`src/rtl/fwd_pkg.sv`:
```
// Shared types for the EX-stage forwarding / hazard unit.
//   kind_e     : producer class carried down the pipeline with each writer
//   fwd_rec_t  : one downstream writer record (valid, rd, we, kind)
//   FWD_RF     : stage select meaning "read the register file"
//   is_link()  : producer's forwarded value is PC+4, not its result
package fwd_pkg;

    typedef enum logic [1:0] {
        NO_JUMP = 2'b00,
        JAL     = 2'b01,
        JAL_R   = 2'b10,
        LOAD    = 2'b11
    } kind_e;

    localparam int unsigned FWD_RF = 0;

    typedef struct packed {
        logic       valid;
        logic [4:0] rd;
        logic       we;
        kind_e      kind;
    } fwd_rec_t;

    function automatic logic is_link(input kind_e kind);
        return (kind == JAL) || (kind == JAL_R);
    endfunction

endpackage

```
`src/rtl/fwd_match.sv`:
```
// Priority matcher: compares one EX source register against the DEPTH
// downstream writer records and reports the youngest match.
//   rs   in  : EX source register
//   recs in  : writer records, index 1 = MEM (youngest) .. DEPTH (oldest)
//   hit  out : some record matches
//   k    out : stage of the youngest match (FWD_RF when no hit)
//   kind out : producer kind of the youngest match
module fwd_match
    import fwd_pkg::*;
#(
    parameter int unsigned DEPTH = 3,
    parameter int unsigned SW    = $clog2(DEPTH + 1)
) (
    input  logic [4:0]           rs,
    input  fwd_rec_t [DEPTH:1]   recs,
    output logic                 hit,
    output logic [SW-1:0]        k,
    output kind_e                kind
);

    // Walk oldest to youngest so the youngest match is the last one written.
    always_comb begin
        hit  = 1'b0;
        k    = SW'(FWD_RF);
        kind = NO_JUMP;
        for (int unsigned j = 0; j < DEPTH; j++) begin
            if (recs[DEPTH-j].valid && recs[DEPTH-j].we &&
                recs[DEPTH-j].rd == rs && rs != 5'd0) begin
                hit  = 1'b1;
                k    = SW'(DEPTH - j);
                kind = recs[DEPTH-j].kind;
            end
        end
    end

endmodule

```
`src/rtl/fwd_hazard_unit.sv`:
```
// Forwarding and load-use hazard unit sitting beside the EX stage.
//   clk, rst      : clock, asynchronous active-high reset
//   ex_valid/ex_rd/ex_reg_we/ex_kind : EX writer info, enters stage 1
//   ex_rs         : NUM_SRC packed 5-bit EX source registers
//   ext_stall     : pipeline freeze, all records hold
//   fwd_stage     : per operand, 0 = register file, k = forward from stage k
//   fwd_link      : per operand, forward PC+4 of that stage instead of result
//   hazard_stall  : load-use stall, bubble into stage 1
//   stall_count   : cycles with hazard_stall=1 and ext_stall=0 (wraps)
module fwd_hazard_unit
    import fwd_pkg::*;
#(
    parameter int unsigned NUM_SRC  = 2,
    parameter int unsigned DEPTH    = 3,
    parameter int unsigned LOAD_LAT = 1,
    parameter int unsigned CNT_W    = 32,
    parameter int unsigned SW       = $clog2(DEPTH + 1)
) (
    input  logic                    clk,
    input  logic                    rst,
    input  logic                    ex_valid,
    input  logic [4:0]              ex_rd,
    input  logic                    ex_reg_we,
    input  logic [1:0]              ex_kind,
    input  logic [NUM_SRC*5-1:0]    ex_rs,
    input  logic                    ext_stall,
    output logic [NUM_SRC*SW-1:0]   fwd_stage,
    output logic [NUM_SRC-1:0]      fwd_link,
    output logic                    hazard_stall,
    output logic [CNT_W-1:0]        stall_count
);

    fwd_rec_t [DEPTH:1] rec;
    fwd_rec_t           ex_rec;

    logic [NUM_SRC-1:0] hit;
    logic [SW-1:0]      k_sel    [NUM_SRC];
    kind_e              kind_sel [NUM_SRC];
    logic [NUM_SRC-1:0] load_use;

    always_comb begin
        ex_rec.valid = ex_valid;
        ex_rec.rd    = ex_rd;
        ex_rec.we    = ex_reg_we;
        ex_rec.kind  = kind_e'(ex_kind);
    end

    always_ff @(posedge clk or posedge rst) begin
        if (rst) begin
            rec <= '0;
        end else if (!ext_stall) begin
            for (int unsigned s = 2; s <= DEPTH; s++) begin
                rec[s] <= rec[s-1];
            end
            rec[1] <= hazard_stall ? fwd_rec_t'('0) : ex_rec;
        end
    end

    for (genvar i = 0; i < NUM_SRC; i++) begin : g_match
        fwd_match #(
            .DEPTH (DEPTH),
            .SW    (SW)
        ) u_match (
            .rs   (ex_rs[5*i +: 5]),
            .recs (rec),
            .hit  (hit[i]),
            .k    (k_sel[i]),
            .kind (kind_sel[i])
        );
    end

    // Only the winning match matters: an older load behind a younger
    // non-load writer of the same register never stalls.
    always_comb begin
        load_use = '0;
        for (int unsigned i = 0; i < NUM_SRC; i++) begin
            load_use[i] = hit[i] && (kind_sel[i] == LOAD) &&
                          (32'(k_sel[i]) <= LOAD_LAT);
        end
    end

    assign hazard_stall = |load_use;

    always_comb begin
        fwd_stage = '0;
        fwd_link  = '0;
        if (!hazard_stall) begin
            for (int unsigned i = 0; i < NUM_SRC; i++) begin
                fwd_stage[i*SW +: SW] = hit[i] ? k_sel[i] : SW'(FWD_RF);
                fwd_link[i]           = hit[i] && is_link(kind_sel[i]);
            end
        end
    end

    always_ff @(posedge clk or posedge rst) begin
        if (rst) begin
            stall_count <= '0;
        end else if (hazard_stall && !ext_stall) begin
            stall_count <= stall_count + CNT_W'(1);
        end
    end

endmodule

```
`config.mk`:
```
export PLATFORM = sky130hd
export DESIGN_NAME = fwd_hazard_unit
export DESIGN_NICKNAME = d
export VERILOG_FILES = /design/src/rtl/fwd_pkg.sv /design/src/rtl/fwd_match.sv /design/src/rtl/fwd_hazard_unit.sv
export SDC_FILE = /design/constraint.sdc
export NUM_CORES = 1
export LEC_CHECK = 0
export ABC_CLOCK_PERIOD_IN_PS = 11600
export CAP_MARGIN = 20
export CORE_MARGIN = 8
export CORE_UTILIZATION = 45
export DETAILED_ROUTE_END_ITERATION = 8
export PLACE_DENSITY = 0.69
export SYNTH_ARGS = -nofsm -noshare
export SYNTH_HDL_FRONTEND = slang
export SYNTH_SLANG_ARGS = --single-unit
```
`constraint.sdc`:
```
create_clock -name clk -period 11.6 [get_ports clk]
set_input_delay 2.32 -clock clk [delete_from_list [all_inputs] [get_ports clk]]
set_output_delay 2.32 -clock clk [all_outputs]
set_load 0.02 [all_outputs]
```
==> flow_summary.toml, run 1 <==
[synth]
syn_avg_cell_area_um2 = 10.5
yosysMostFrequentCell = "dfrtp_1"
synth_area_um2 = 3550
synth_top_area_share_pct = 41.6
synthFlopType = "dfrtp_1"
netlist_instances = 338
synthTopCellsByArea = "dfrtp_1, xor2_1, mux2_2"
ys_warn_count = 0
seq_area_frac_synth_pct = 41.6
synth_edf_count = 0
syn_nets = 363
synth_common_cells = "dfrtp_1, xor2_1, nand2_1"
synthArstFlopShare_pct = 100
ys_seq_elements = 59
yosysTopAreaCell = "dfrtp_1"
synth_cell_types = 39

[cts]
cts_resized = 0
cts_buffers = 9
post_cts_buffers = 0
clk_latency_ns = 0.33
clockBufferDepth = 2
hold_buffers = 0
cts_sinks = 59
clock_tree.root_cell = "clkbuf_8"
cts_tree = "done"
clkSlewWorstSetupHoldPaths_ns = 0.06
h-tree-depth = 3

[timing]
finalMaxSlewViolations = 0
setup_viol = 0
skew_ns = 0.00936
tns_ns = 0
fmax_mhz = 114
rsz0062_at_grt = "false"
fin_ws_ns = 2.82
finalCriticalPeriod_ns = 8.78
max_slew_margin_pct = 31.2
tightest_slew_ns = 1.03
finalHoldViolCount = 0
fin_crit_sh_pct = 75.7

[floorplanning]
initial_core_util_pct = 46.1
die_w_um = 105
core_area_um2 = 7690
num_rows = 32
die_h_um = 105
io_pins = 61
dieArea_um2 = 11000

[flow_run]
cap_viol_max_count = 0

[placed_design]
numPortBuffers = 60
pre_cts_slack_ns = 2.80
gp_congestion = 0.850
hpwl_mm = 5.71

[power_and_ir_drop]
p_leak_nw = 1.88
finalPower_uw = 462
p_per_area_nw_per_um2 = 106
vdd_ir_drop_max_v = 0.0000555

[finish]
drive_gt1_share_pct = 14.8
area_growth_pct = 23.3
fin_nets = 419
diodes = 0
fin_util_pct = 56.9
fill_cells = 685

[worst_setup_path]
cp.required_ns = 9.28
cp-end-kind = "primary output"
crit_arrival_ns = 6.46
critPathLaunchType = "input pin"
crit_fanout = 44
crit_type = "in2out"

[global_route]
grt_max_degree = 60
overflow = 0
first_global_vias = 2872
groute.usage.overall_pct = 15.5
grt_pass1_wl_mm = 14.3
antenna_found_initial = 0

[route]
drc = 0
wl_per_cell_um = 16.3
via_count = 2747
drt_iter0_drc = 124
routed_via_density = 5.48
routed_wl_mm = 8.19
drtPass1Iterations = 4
ant_nets = 0

[outcome]
status = "finished clean"

[worst_hold_path]
hp-class = "reg2reg"
## cell families (layout without fill, tap and decap cells)
kind of cell / Yosys count / in the layout / share of synthesized area [%]
buf+inv: 22 / 83 / 3.18
fa+ha+maj: 3 / 3 / 1.06
compound gates: 50 / 50 / 12.7
flops: 59 / 59 / 41.6
simple gates: 124 / 124 / 20.3
mux: 19 / 19 / 6.03
xor+xnor: 61 / 61 / 15.1
## metrics by stage
step	cells	instance area, um^2	hold WS, ns
CTS	501	4370	0.469
global route	501	4370	0.507
global placement	485	4190	0.457
detailed placement	485	4190	0.456
floorplan	338	3550	0.479
finish	501	4370	0.473
## power by group
part / internal, mW / switching, mW
logic: 0.0285 / 0.0244
clock network: 0.0985 / 0.0773
registers: 0.219 / 0.0145
## path summary, 6_finish.rpt
path                                                  start                           to  slack [ns]  cells past startpoint
min in group asynchronous                               rst   stall_count[7]$_DFFE_PP0P_        2.52                      3
worst min register to register  stall_count[31]$_DFFE_PP0P_  stall_count[31]$_DFFE_PP0P_        0.47                      1
worst min-delay path            stall_count[31]$_DFFE_PP0P_  stall_count[31]$_DFFE_PP0P_        0.47                      1
worst max-delay path                               ex_rs[2]                  fwd_link[1]        2.82                     12
max in group asynchronous                               rst          rec[11]$_DFFE_PP0N_        8.58                      3
worst max register to register          rec[16]$_DFFE_PP0N_   stall_count[1]$_DFFE_PP0P_        7.64                     10
## cell type report
type / instances / area, um^2 / area share (%)
clock inverters: 5 / 53.8 / 1.23
multi-input cells: 257 / 1960 / 44.8
inverters: 6 / 22.5 / 0.515
flip-flops and latches: 59 / 1480 / 33.8
well taps: 102 / 128 / 2.92
repair buffers: 61 / 603 / 13.8
clock buffers: 11 / 131 / 3.00
## registers in the layout, summed over array words and instances (netlist names)
| signal | flops |
|---|---|
| rec | 27 |
| stall_count | 32 |
## layout by cell type (no fill, tap or decap), drive strengths merged, types with 3 or more instances in the layout
master	synthesis	routed
mux2	19	19
clkbuf	6	11
xnor2	15	15
inv	6	6
xor2	46	46
ha	3	3
clkinv	0	4
nor2	12	12
nand3	25	25
a21oi	16	16
o21ai	9	9
nor4	11	11
a2111oi	4	4
and3	4	4
nand3b	6	6
clkdlybuf4s50	0	59
nand4	15	15
nor2b	3	3
o21a	3	3
dfrtp	59	59
a211oi	12	12
a31oi	4	4
nand2	34	34
## worst max-delay path, stage by stage
cell and delay, ns:
clkdlybuf4s50_1 0.59, nor4_1 0.10, nor2b_1 0.15, nor4_1 0.69, nand2_1 0.11, a31oi_1 0.20, ha_1 0.20, nand3_1 0.09
or4_2 1.15, nand3_1 0.25, a21oi_1 0.06, clkdlybuf4s50_1 0.55
## layer usage
layer	part of all wire (%)	vias to the layer above	GRT usage [%]
li1	-	1319	-
met2	47	69	24.1
met5	0	-	0
met4	1.4	0	4.99
met3	4.9	12	4.05
met1	47	1347	20.6
Power figures use the tool's default switching activity.
==> run 2: changes to the inputs <==
--- a/config.mk
+++ b/config.mk
@@ -5,7 +5,7 @@
 export SDC_FILE = /design/constraint.sdc
 export NUM_CORES = 1
 export LEC_CHECK = 0
-export ABC_CLOCK_PERIOD_IN_PS = 11600
+export ABC_CLOCK_PERIOD_IN_PS = 8600
 export CAP_MARGIN = 20
 export CORE_MARGIN = 8
 export CORE_UTILIZATION = 45
==> constraint.sdc (replaced) <==
create_clock -name clk -period 8.6 [get_ports clk]
set_input_delay 1.72 -clock clk [delete_from_list [all_inputs] [get_ports clk]]
set_output_delay 1.72 -clock clk [all_outputs]
set_load 0.02 [all_outputs]
==> flow_summary.toml, run 2 (synthesis results as in run 1) <==
[cts]
clkSlewWorstSetupHoldPaths_ns = 0.06
cts_resized = 0
cts_tree = "done"
clockBufferDepth = 2
clock_tree.root_cell = "clkbuf_8"
cts_buffers = 9
hold_buffers = 0
post_cts_buffers = 0
h-tree-depth = 3
cts_sinks = 59
clk_latency_ns = 0.33

[timing]
skew_ns = 0.0104
finalHoldViolCount = 0
tns_ns = 0
setup_viol = 0
finalMaxSlewViolations = 0
fmax_mhz = 136
tightest_slew_ns = 0.923
rsz0062_at_grt = "false"
max_slew_margin_pct = 38.5
finalCriticalPeriod_ns = 7.34
fin_ws_ns = 1.26
fin_crit_sh_pct = 85.4

[finish]
largest_reg_flops = 32
drive_gt1_share_pct = 15.3
final_cell_mix = "clkdlybuf4s50_1, dfrtp_1, xor2_1"
diodes = 0
fin_cells = 502
top_register = "stall_count"
area_growth_pct = 23.8
fin_nets = 420
fin_util_pct = 57.1
reg.largest.list = "stall_count: 32 flops, rec: 27 flops"

[global_route]
groute.usage.overall_pct = 15.6
first_global_vias = 2821
overflow = 0
antenna_found_initial = 0
grt_max_degree = 60
grt_pass1_wl_mm = 14.4

[route]
routed_via_density = 5.45
drt_iter0_drc = 118
drc = 0
ant_nets = 0
routed_wl_mm = 8.27
wl_per_cell_um = 16.5
drtPass1Iterations = 4
via_count = 2734

[placed_design]
hpwl_mm = 5.79
gp_congestion = 0.859
dp.cells = 486
pre_cts_slack_ns = 1.27
numPortBuffers = 60

[floorplanning]
die_h_um = 105
initial_core_util_pct = 46.1
io_pins = 61
core_area_um2 = 7690
num_rows = 32
die_w_um = 105
dieArea_um2 = 11000

[worst_setup_path]
critPathLaunchType = "input pin"
crit_arrival_ns = 5.62
cp.required_ns = 6.88
cp-end-kind = "primary output"
crit_type = "in2out"
crit_fanout = 22

[power_and_ir_drop]
p_leak_nw = 1.89
p_per_area_nw_per_um2 = 144
finalPower_uw = 632
vdd_ir_drop_max_v = 0.0000860

[worst_hold_path]
hp-class = "reg2reg"

[outcome]
status = "finished clean"

[flow_run]
cap_viol_max_count = 0
run 2: final cells by class:
| class | count | area (um^2) |
|---|---|---|
| Fill cell | 695 | 3300 |
| Tap cell | 102 | 128 |
| Multi-Input combinational cell | 257 | 1960 |
| Clock buffer | 11 | 141 |
| Timing Repair Buffer | 62 | 611 |
| Sequential cell | 59 | 1480 |
| Inverter | 6 | 22.5 |
| Clock inverter | 5 | 52.6 |
run 2: critical path, cell delays in order:
cell             delay (ns)
clkdlybuf4s50_1        0.60
nor4_1                 0.10
nor2b_1                0.16
nor4_1                 0.69
nand2_1                0.12
a31oi_1                0.19
ha_1                   0.19
nand3_1                0.09
or4_2                  0.96
nand3_1                0.19
a21oi_1                0.06
clkdlybuf4s50_1        0.55
run 2: per-layer routing:
layer	share of wire (%)	wire [um]	global-route usage, %	up-vias
met5	0	0	0	-
met4	1.6	130	5.71	0
met3	4.6	383	4.24	10
met2	45	3740	23.9	72
met1	49	4020	20.7	1328
li1	-	-	-	1324
run 2: power by group:
part	total [mW]	internal, mW	switching [mW]
registers	0.315	0.295	0.0198
logic	0.0715	0.0384	0.0331
clock network	0.246	0.140	0.106
run 2: worst paths after layout:
kind | startpoint | slack [ns] | endpoint | cells after the start
min in group asynchronous | rst | 1.91 | stall_count[7]$_DFFE_PP0P_ | 3
min | stall_count[31]$_DFFE_PP0P_ | 0.48 | stall_count[31]$_DFFE_PP0P_ | 1
max in group asynchronous | rst | 6.17 | rec[26]$_DFFE_PP0N_ | 3
max | ex_rs[3] | 1.26 | fwd_link[1] | 12
min reg2reg | stall_count[31]$_DFFE_PP0P_ | 0.48 | stall_count[31]$_DFFE_PP0P_ | 1
max reg2reg | rec[12]$_DFFE_PP0N_ | 4.61 | stall_count[1]$_DFFE_PP0P_ | 11
run 2: per-stage QoR:
stage | instance area (um^2) | hold WS [ns]
detailed placement | 4200 | 0.469
global route | 4390 | 0.510
finish | 4390 | 0.477
floorplan | 3550 | 0.479
CTS | 4390 | 0.481
global placement | 4200 | 0.457
